## config.mk

```make
export PLATFORM = sky130hd
export DESIGN_NAME = keypad_cmd_encoder
export DESIGN_NICKNAME = d
export VERILOG_FILES = /design/src/rtl/keypad_cmd_encoder.sv
export SDC_FILE = /design/constraint.sdc
export NUM_CORES = 1
export LEC_CHECK = 0
export ABC_AREA = 1
export CORE_MARGIN = 10
export CORE_UTILIZATION = 55
export CTS_BUF_LIST = sky130_fd_sc_hd__clkbuf_16
export CTS_CLUSTER_DIAMETER = 80
export DETAILED_ROUTE_END_ITERATION = 10
export GPL_ROUTABILITY_DRIVEN = 0
export PLACE_DENSITY = 0.76
export SYNTH_ARGS = -nofsm -noshare
export SYNTH_HDL_FRONTEND = slang
export SYNTH_SLANG_ARGS = --single-unit
```

## constraint.sdc

```tcl
create_clock -name clock -period 2.1 [get_ports clock]
set_input_delay 0.21 -clock clock [delete_from_list [all_inputs] [get_ports clock]]
set_output_delay 0.21 -clock clock [all_outputs]
set_load 0.05 [all_outputs]
```

## src/rtl/keypad_cmd_encoder.sv

```systemverilog
`timescale 1ns/100ps
// keypad_cmd_encoder: scans a 4x4 active-low keypad, debounces one key and issues it as a single-cycle cmd pulse to calc_top.
module keypad_cmd_encoder #(
  parameter int SCAN_DIV = 1000,
  parameter int DEBOUNCE = 4
) (
  input  logic       clock,
  input  logic       reset,
  input  logic [3:0] cols,
  input  logic [1:0] status,
  output logic [3:0] rows,
  output logic [3:0] cmd,
  output logic       key_pending
);
  localparam int DW = $clog2(SCAN_DIV);
  localparam int MW = $clog2(DEBOUNCE + 1);
  localparam logic [DW-1:0] DWELL_LAST = DW'(SCAN_DIV - 1);
  localparam logic [MW-1:0] MATCH_LAST = MW'(DEBOUNCE - 1);
  localparam logic [2:0] S_SCAN  = 3'd0;
  localparam logic [2:0] S_DEB   = 3'd1;
  localparam logic [2:0] S_WAIT  = 3'd2;
  localparam logic [2:0] S_ISSUE = 3'd3;
  localparam logic [2:0] S_REL   = 3'd4;
  // Nibble i holds the code of key (row, col) with i = row*4 + col; r3/c3 is never encoded.
  localparam logic [63:0] KEYMAP = 64'hFE0DC987B654A321;
  logic [2:0]    state;
  logic [1:0]    row;
  logic [1:0]    col;
  logic [DW-1:0] dwell;
  logic [MW-1:0] match;
  logic [3:0]    sync1, sync2, first, code, enc;
  logic          at_sample, one_low, valid;
  always_comb begin
    at_sample = dwell == DWELL_LAST;
    one_low   = (sync2 == 4'b1110) || (sync2 == 4'b1101) || (sync2 == 4'b1011) || (sync2 == 4'b0111);
    col       = sync2 == 4'b1110 ? 2'd0 : sync2 == 4'b1101 ? 2'd1 : sync2 == 4'b1011 ? 2'd2 : 2'd3;
    valid     = one_low && !(row == 2'd3 && col == 2'd3);
    enc       = KEYMAP[{row, col, 2'b00} +: 4];
  end
  assign rows        = ~(4'b0001 << row);
  assign key_pending = state == S_WAIT;
  always_ff @(posedge clock or posedge reset) begin
    if (reset) begin
      state <= S_SCAN;
      row   <= 2'd0;
      dwell <= '0;
      match <= '0;
      sync1 <= 4'hF;
      sync2 <= 4'hF;
      first <= 4'hF;
      code  <= 4'hF;
      cmd   <= 4'hF;
    end else begin
      sync1 <= cols;
      sync2 <= sync1;
      case (state)
        S_SCAN: begin
          dwell <= at_sample ? '0 : dwell + 1'b1;
          if (at_sample && valid) begin
            first <= sync2;
            code  <= enc;
            match <= MW'(1);
            state <= DEBOUNCE == 1 ? S_WAIT : S_DEB;
          end else if (at_sample)
            row <= row + 1'b1;
        end
        S_DEB: begin
          dwell <= at_sample ? '0 : dwell + 1'b1;
          if (at_sample && sync2 == first) begin
            match <= match == MATCH_LAST ? '0 : match + 1'b1;
            state <= match == MATCH_LAST ? S_WAIT : S_DEB;
          end else if (at_sample) begin
            match <= '0;
            row   <= row + 1'b1;
            state <= S_SCAN;
          end
        end
        S_WAIT: begin
          if (status == 2'b10) begin
            cmd   <= code;
            state <= S_ISSUE;
          end
        end
        S_ISSUE: begin
          cmd   <= 4'hF;
          match <= '0;
          dwell <= '0;
          state <= S_REL;
        end
        S_REL: begin
          dwell <= at_sample ? '0 : dwell + 1'b1;
          // Release is judged on the frozen row only; any low column restarts the count.
          if (at_sample && sync2 == 4'hF && match == MATCH_LAST) begin
            match <= '0;
            row   <= row + 1'b1;
            state <= S_SCAN;
          end else if (at_sample)
            match <= sync2 == 4'hF ? match + 1'b1 : '0;
        end
        default: state <= S_SCAN;
      endcase
    end
  end
endmodule

```

Yosys cells after proc, flatten, opt, wreduce, memory -nomap -nowiden:

Index checks and enable logic that the tools add are counted.

* $add $sub $neg: 3
* equality and inequality tests: 22
* shifts and indexed selects: 2
* mux-type cells: 25
* bitwise logic cells: 1
* reductions and logical operators: 21

Operator list (count)
* 64-bit by 7-bit variable part select with 4-bit output, first input constant: 1
* 3-bit 2-to-1 mux: 10
* 10-bit case mux with 2 select lines: 1
* 4-bit equality test, second input constant: 4
* 3-bit case mux with 5 select lines: 1
* 2-bit 2-to-1 mux: 7
* 3-bit case mux with 4 select lines: 1
* 4-bit AND reduction: 3
* 10-bit by 1-bit adder with 10-bit output, second input constant: 1
* 10-bit equality test, second input constant: 1
* 10-bit 2-to-1 mux: 1
* 3-bit by 2-bit equality test with 1-bit output, second input constant: 3
* 2-bit inequality test, second input constant: 4
* 4-bit case mux with 2 select lines: 1
* 2-bit equality test, second input constant: 3
* 1-bit logical AND: 6
* 3-bit inequality test, second input constant: 2
* 2-bit case mux with 3 select lines: 1
* 4-bit by 3-bit equality test with 1-bit output, second input constant: 1
* 4-bit equality test: 1
* 4-bit 2-to-1 mux: 1
* 4-bit NOT: 1
* 2-bit AND reduction: 2
* 2-bit nonzero test: 2
* other kinds (13): 15

* bits in registers: 38
* input port bits: 8
* output and inout bits: 9
* logic and storage cells: 83

Longest topological paths before layout:

Gate-level depths: netlist of run 1.

* word-level depth: 11
* depth in mapped cells: 15

Worst setup path before layout of run 1:

OpenSTA, ideal clock, no wires.

* path kind: flip-flop to flip-flop
* start: register sync2[1]
* end: register row[0]
* arrival: 1.685 ns
* path slack: 0.298 ns
* cell stages (with the launch flop): 15
* buffers on the path: 0
* clock period less this slack: 1.802 ns
* cells stage by stage: dfstp_2 nand2_1 inv_1 nand3_1 nand2_1 inv_1 ha_1 nand2_1 inv_1 nor2_4 nand3_2 inv_2 nor2_1 nand2_1 nand2_1

* cells in the longest elaborated chain, start to end: 11
* elaborated cells on any way between the ends: 24

Ends and longest elaborated chain
* start, declared: RTL line 31 `logic [3:0] sync1, sync2, first, code, enc;`
* start signal, assigned: RTL line 55 `sync2 <= sync1;`
* 4-bit equality test: RTL line 35, 36
* 1-bit 2-to-1 mux: RTL line 36 `col = sync2 == 4'b1110 ? 2'd0 : sync2 == 4'b1101 ? 2'd1 : sync2 == 4'b1011 ? 2'd2 : 2'd3;`
* 2-bit 2-to-1 mux (2 in a row): RTL line 36
* 2-bit equality test: RTL line 37 `valid = one_low && !(row == 2'd3 && col == 2'd3);`
* 1-bit logical AND: RTL line 37
* 1-bit zero test: RTL line 37
* 1-bit logical AND: RTL line 37
* 1-bit logical AND: RTL line 59 `if (at_sample && valid) begin`
* 2-bit inequality test (no source line)
* 4-bit AND reduction (no source line) *
* end signal, assigned: RTL line 65 `row <= row + 1'b1;`
* end signal, assigned: RTL line 74 `row <= row + 1'b1;`
* end signal, assigned: RTL line 95 `row <= row + 1'b1;`
* end, declared: RTL line 27 `logic [1:0] row;`

Mark *: on every way between the ends. The rest lies on a longest branch, timed or not.
A chain may end at the register's enable or synchronous reset.

Final worst setup path of run 1:

* start: register sync2[0]
* end: register code[0]

* cells in the longest elaborated chain, start to end: 10
* elaborated cells on any way between the ends: 17

Ends and longest elaborated chain
* parallel branches: the longest is 10 deep, another holds 64-bit by 7-bit variable part select with 4-bit output
* end signal, assigned: RTL line 61 `code <= enc;`
* end, declared: RTL line 31

Parallel ways; which one is timed is not known.

==> summary.md, run 1 <==
| Metric | Value |
|---|---|
| P&R area growth vs syn | `17.0%` |
| Synth warn | `0` |
| Number of global-route vias before repair | `1748` |
| Leading cell type in the layout, fill and taps excluded | `nand2_1` |
| Nets | `326` |
| Top post-synthesis cells by area | `dfstp_2 (23%), dfrtp_1 (20%), nand2_1 (12%)` |
| Final Hold Fails | `0` |
| Worst-path clk slew | `50 ps` |
| Post-Syn Instances | `281` |
| Detail Route Antenna Nets | `0` |
| N_diodes | `0` |
| Maximum clock insertion buffer count | `2` |
| Mean Syn Cell Area | `8.00 µm²` |
| CTS tree | `done` |
| Crit path time final | `1890 ps` |
| CP required | `2310 ps` |
| Wire per inst | `12.9 µm` |
| Clk_lat worst skew | `280 ps` |
| P_leak | `1.26 nW` |
| Post-synthesis sequential area ratio | `43.4%` |
| Setup crit end kind | `flop` |
| Tightest Pin Transition | `497 ps` |
| Status | `finished, final reports clean` |
| Starting density of the core | `56.6%` |
| Crit-path max FO | `4` |
| Die Ht | `83.9 µm` |
| Post-Syn Area | `2250 µm²` |
| Final setup vio count | `0` |
| Crit Path Class | `flop to flop` |
| Residual DRC | `0` |
| Max_slew headroom | `66.7%` |
| Max_cap viols | `0` |
| Fin Setup TNS | `0 ps` |
| Boundary Pins | `17` |
| WL final | `4590 µm` |
| Final number of max-transition violations | `0` |
| Most frequent cells in the layout | `nand2_1 (66), inv_1 (46), nor2_1 (25)` |
| First-pass GRT wire length | `7890 µm` |
| Worst EP arrival | `2100 ps` |
| Initial DRC count | `120` |
| Initial antenna violation count | `0` |
| Tot GR Track Use | `13.1%` |
| # clock sinks | `38` |
| Clock Skew | `2.39 ps` |
| GRT overflow | `0` |
| Core area | `3970 µm²` |
| Total CTS buffers | `5` |
| Pin count of the biggest net entering global routing | `39` |
| Number of cell rows | `23` |
| Max Freq | `529 MHz` |
| Pre-CTS setup slack | `27.4 ps` |
| DRT Pass-1 Iters | `4` |
| Die width | `83.9 µm` |
| Largest area contributor in the netlist | `dfstp_2` |
| Post-synth top area share | `23.4%` |
| Root Driver | `clkbuf_16` |
| Via density | `5.20` |
| Htree depth | `2` |
| Final setup margin | `210 ps` |
| Peak VDD IR | `438 µV` |
| Vias | `1850` |
| Placed wire-length estimate | `3320 µm` |
| Mapped Nets | `302` |
| Final period util | `90.0%` |
| Netlist cell types | `32` |
| RSZ-0062 raised after global routing | `no` |
| Input/output buffers | `16` |
| Die ar. | `7040 µm²` |
| Share of cells above drive strength 1 | `20.9%` |
| Worst Setup Start Kind | `flop` |
| Synth Register Bits | `38` |
| Min-delay worst type | `input pin to asynchronous set/reset pin` |
| Power Density | `582 nW/µm²` |
[stage by stage]
step | cells | utilization, % | cell area (µm²) | total power, mW | hold WS, ps
global route | 356 | 66.2 | 2630 | 1.58 | 346
global placement | 347 | 61.9 | 2460 | 0.835 | 346
detailed placement | 347 | 61.9 | 2460 | 0.837 | 349
finish | 356 | 66.2 | 2630 | 1.53 | 337
floorplan | 281 | - | 2250 | 0.808 | 214
CTS | 355 | 65.3 | 2590 | 1.55 | 337
[power breakdown]
part,switching [mW],internal (mW)
Combinational,0.0469,0.0269
Sequential,0.00543,0.750
Clock,0.274,0.428
Total,0.326,1.21
[cell usage after synthesis, drive strengths merged]
| cell type | instances |
|---|---|
| and2 | 1 |
| o311ai | 1 |
| o31ai | 1 |
| ha | 13 |
| nand2 | 74 |
| o22ai | 1 |
| a32o | 1 |
| nand3 | 19 |
| clkbuf | 1 |
| nand4 | 7 |
| dfstp | 20 |
| nor3b | 2 |
| nor3 | 6 |
| a22oi | 3 |
| buf | 1 |
| a21oi | 10 |
| nor2 | 31 |
| a31oi | 1 |
| xor2 | 3 |
| o21ai | 16 |
| clkinv | 2 |
| dfrtp | 18 |
| inv | 49 |
[worst paths after layout]
check / startpoint / to / slack (ps) / depth (start not counted)
max: sync2[0] / code[0] / 210 / 10
min: reset / dwell[1] / 340 / 3
max reg2reg: sync2[0] / code[0] / 210 / 10
min reg2reg: sync1[3] / sync2[3] / 360 / 0
max in group asynchronous: reset / code[2] / 1410 / 3
min in group clock: cols[0] / sync1[0] / 340 / 1
[kinds of logic after synthesis]
group                      count (synthesis)  share of synthesized area (%)
xor gates and xnor gates                   3                           1.17
buffers and inverters                     53                           9.24
DFF                                       38                           43.4
adders and majority gates                 13                           7.24
and+or+nand+nor                          140                           29.2
AOI/OAI and AO/OA                         34                           9.69
[layer usage]
layer	wire length (µm)	vias up	track usage [%]	part of all wire, %
li1	-	943	-	-
met1	2020	843	15.9	44
met2	2240	54	21.5	49
met3	244	10	3.13	5.3
met4	86	0	5.48	1.9
met5	0	-	0	0
[sequential cells by signal, summed over array words and instances (netlist names)]
name / flops
cmd: 4
code: 4
dwell: 10
first: 4
match: 3
row: 2
state: 3
sync1: 4
sync2: 4
[critical path: stages, from the launching register on]
cell and delay [ps]:
dfstp_2 550, inv_1 100, nand2_1 70, nand3_1 140
inv_1 170, ha_1 260, inv_1 90, a21oi_1 60
o21ai_0 70, o21ai_0 170, o21ai_2 150
[repair_timing]
| item | 4_1_cts | 5_1_grt |
|---|---|---|
| hold buffers | 0 | 0 |
| setup endpoints to repair | 0 | 14 |
| buffers inserted | 0 | 1 |
| resized for setup | 0 | 8 |
[layout make-up]
| class | count | area, µm² |
|---|---|---|
| Fill cell | 329 | 1340 |
| Clock buffer | 5 | 125 |
| Inverter | 51 | 195 |
| Sequential cell | 38 | 976 |
| Multi-Input combinational cell | 190 | 1090 |
| Clock inverter | 3 | 12.5 |
| Tap cell | 50 | 62.6 |
| Timing Repair Buffer | 19 | 170 |
(Power assumes the default switching activity.)
==> run 2, diff against run 1 <==
--- a/config.mk
+++ b/config.mk
@@ -13,6 +13,7 @@
 export DETAILED_ROUTE_END_ITERATION = 10
 export GPL_ROUTABILITY_DRIVEN = 0
 export PLACE_DENSITY = 0.76
+export RECOVER_POWER = 100
 export SYNTH_ARGS = -nofsm -noshare
 export SYNTH_HDL_FRONTEND = slang
 export SYNTH_SLANG_ARGS = --single-unit
==> run 2 against run 1 <==
Compared with the run above:
- fmax decreased by 0.85%
- non-clock buffer count unchanged
- design area decreased by 1.4%
- combinational power decreased by 4.1%
- largest cell class unchanged
- highest routed layer unchanged
==> summary.md, run 2 (synthesized netlist as in run 1, its figures left out) <==
| Metric | Value |
|---|---|
| Reg area | `976 µm² (unchanged)` |
| Via density | `5.23 (+0.70%)` |
| CP required | `2270 ps (-40 ps)` |
| N_diodes | `0 (unchanged)` |
| CP top delay family | `simple AND/OR/NAND/NOR gates` |
| Number of global-route vias before repair | `1748 (unchanged)` |
| Crit path time final | `1910 ps (+16.2 ps)` |
| Multi-input logic area | `1070 µm² (-1.6%)` |
| GRT overflow | `0 (unchanged)` |
| DRT Pass-1 Iters | `4 (unchanged)` |
| RSZ-0062 raised after global routing | `no` |
| Setup crit end kind | `flop` |
| Met2 global-route usage | `21.5% (unchanged)` |
| WL final | `4590 µm (-0.15%)` |
| Crit Path Class | `flop to flop` |
| Peak VDD IR | `440 µV (+0.50%)` |
| Number of cell rows | `23 (unchanged)` |
| Final Hold Fails | `0 (unchanged)` |
| Met1 Usage GRT | `15.9% (unchanged)` |
| Max Freq | `525 MHz (-0.85%)` |
| Power Density | `588 nW/µm² (+1.0%)` |
| Worst-path cell chain | `nand2_1 > inv_1 > nand3_1 > nand2_2 > inv_2 > ha_2 > nand2_1 > inv_1 > nor2_4 > nand2_1 > nand2_2 > nand3_2 > nand2_1 > nand2_1` |
| Cts hold-fix bufs | `0 (unchanged)` |
| # clock sinks | `38 (unchanged)` |
| Die ar. | `7040 µm² (unchanged)` |
| Pin count of the biggest net entering global routing | `39 (unchanged)` |
| Boundary Pins | `17 (unchanged)` |
| Residual DRC | `0 (unchanged)` |
| # fillers | `334 (+1.5%)` |
| GR Layer Usage met3 | `3.13% (unchanged)` |
| Placed wire-length estimate | `3320 µm (unchanged)` |
| Slowest stage cell, crit path | `dfstp_2` |
| Maximum clock insertion buffer count | `2 (unchanged)` |
| Crit-path max FO | `4 (unchanged)` |
| Worst Setup Start Kind | `flop` |
| Final period util | `90.8% (+0.77 points)` |
| Tot GR Track Use | `13.1% (unchanged)` |
| Worst EP arrival | `2070 ps (-30 ps)` |
| Status | `finished, final reports clean` |
| Largest register by flop count | `dwell` |
| Most used cell, CP | `nand2_1` |
| Layout Utilization | `65.3% (-0.91 points)` |
| Min-delay worst type | `flop to flop` |
| Design Power | `1.53 mW (-0.37%)` |
| Fin Setup TNS | `0 ps (unchanged)` |
| Die Ht | `83.9 µm (unchanged)` |
| Vias | `1863 (+0.70%)` |
| Wire per inst | `12.9 µm (-0.15%)` |
| P&R area growth vs syn | `15.4%` |
| Detail Route Antenna Nets | `0 (unchanged)` |
| Input/output buffers | `16 (unchanged)` |
| Share of cells above drive strength 1 | `19.0% (-2.0 points)` |
| P_leak | `1.24 nW (-1.8%)` |
| Final number of max-transition violations | `0 (unchanged)` |
| Initial antenna violation count | `0 (unchanged)` |
| Most frequent cells in the layout | `nand2_1 (67), inv_1 (46), nor2_1 (26)` |
| Max_cap viols | `0 (unchanged)` |
| Leading cell type in the layout, fill and taps excluded | `nand2_1` |
| Buffers & Inverters on Critical Path | `3 (unchanged)` |
| CTS tree | `done` |
| First-pass GRT wire length | `7890 µm (unchanged)` |
| Initial DRC count | `139 (+16%)` |
| Root Driver | `clkbuf_16` |
| Tightest Pin Transition | `902 ps (+405 ps)` |
| Htree depth | `2 (unchanged)` |
| Core area | `3970 µm² (unchanged)` |
| Total CTS buffers | `5 (unchanged)` |
| Max_slew headroom | `39.9% (-27 points)` |
| Slowest stage delay, CP | `550 ps (about the same)` |
| Max FFs per register | `10 (unchanged)` |
| Clock Skew | `3.44 ps (+1.05 ps)` |
| Worst-path clk slew | `50 ps (about the same)` |
| GR peak layer | `met2` |
| Nets | `326 (unchanged)` |
| Die width | `83.9 µm (unchanged)` |
| Clk_lat worst skew | `280 ps (about the same)` |
| Final setup vio count | `0 (unchanged)` |
| Starting density of the core | `56.6% (unchanged)` |
run 2: changes by cell type in the layout (fill, tap and decap cells not counted), moves of 3 or more:
| cell | previous run | this run |
|---|---|---|
| clkdlybuf4s50_1 | 11 | 2 |
| dlygate4sd3_1 | 0 | 9 |
| buf_4 | 8 | 1 |
| clkbuf_1 | 0 | 3 |
| clkbuf_2 | 0 | 3 |
run 2: layout make-up:
| cell class | instances | share of cell area, % |
|---|---|---|
| multi-input cells | 190 | 41.3 |
| flip-flops and latches | 38 | 37.6 |
| inverters | 51 | 7.53 |
| repair buffers | 19 | 5.84 |
| clock buffers | 5 | 4.82 |
| well taps | 50 | 2.41 |
| clock inverters | 3 | 0.482 |
run 2: power by group:
part	leakage [nW]	switching (mW)	total [mW]	internal [mW]
Combinational	0.727	0.0468	0.0708	0.0240
Clock	0.0724	0.271	0.700	0.428
Sequential	0.441	0.00537	0.755	0.750
Total	1.24	0.324	1.53	1.20
run 2: path summary, 6_finish.rpt:
path                               start  endpoint  slack [ps]  cells after the start
max in group asynchronous          reset  dwell[8]         900                      3
worst max register to register  sync2[3]  match[1]         190                     14
worst min-delay path            sync1[3]  sync2[3]         360                      0
worst max-delay path            sync2[3]  match[1]         190                     14
min in group asynchronous          reset  dwell[1]         650                      3
worst min register to register  sync1[3]  sync2[3]         360                      0
run 2: worst reg2reg max path, delay by kind of cell (launching register included):
kind / cells / cell delay, ps
buffers and inverters: 3 / 200
adder cells (fa/ha/maj): 1 / 180
flip-flops: 1 / 550
AND/OR/NAND/NOR: 10 / 880
run 2: what timing repair did:
| action | 4_1_cts | 5_1_grt |
|---|---|---|
| setup buffers | 0 | 1 |
| resized for setup | 0 | 8 |
| setup endpoints to repair | 0 | 14 |
| endpoints found under the hold margin | 0 | 0 |
run 2: per-stage QoR:
step,worst slack [ps],area (µm²),instances,hold WS (ps)
final,194,2590,356,356
after global routing,10.4,2590,356,362
after CTS,20.2,2590,355,337
after detailed placement,27.4,2460,347,349
after global placement,142,2460,347,346
after floorplan,298,2250,281,214
run 2: per-layer routing:
metal / vias to the layer above / share of wire [%]
li1: 943 / -
met1: 850 / 45
met2: 60 / 49
met3: 10 / 4.9
met4: 0 / 1.6
met5: - / 0
==> run 3, diff against run 2 <==
--- a/config.mk
+++ b/config.mk
@@ -10,6 +10,7 @@
 export CORE_UTILIZATION = 55
 export CTS_BUF_LIST = sky130_fd_sc_hd__clkbuf_16
 export CTS_CLUSTER_DIAMETER = 80
+export CTS_CLUSTER_SIZE = 40
 export DETAILED_ROUTE_END_ITERATION = 10
 export GPL_ROUTABILITY_DRIVEN = 0
 export PLACE_DENSITY = 0.76
==> results of run 3 <==
Same layout as run 2: the final DEF is identical, and so are final timing and power.
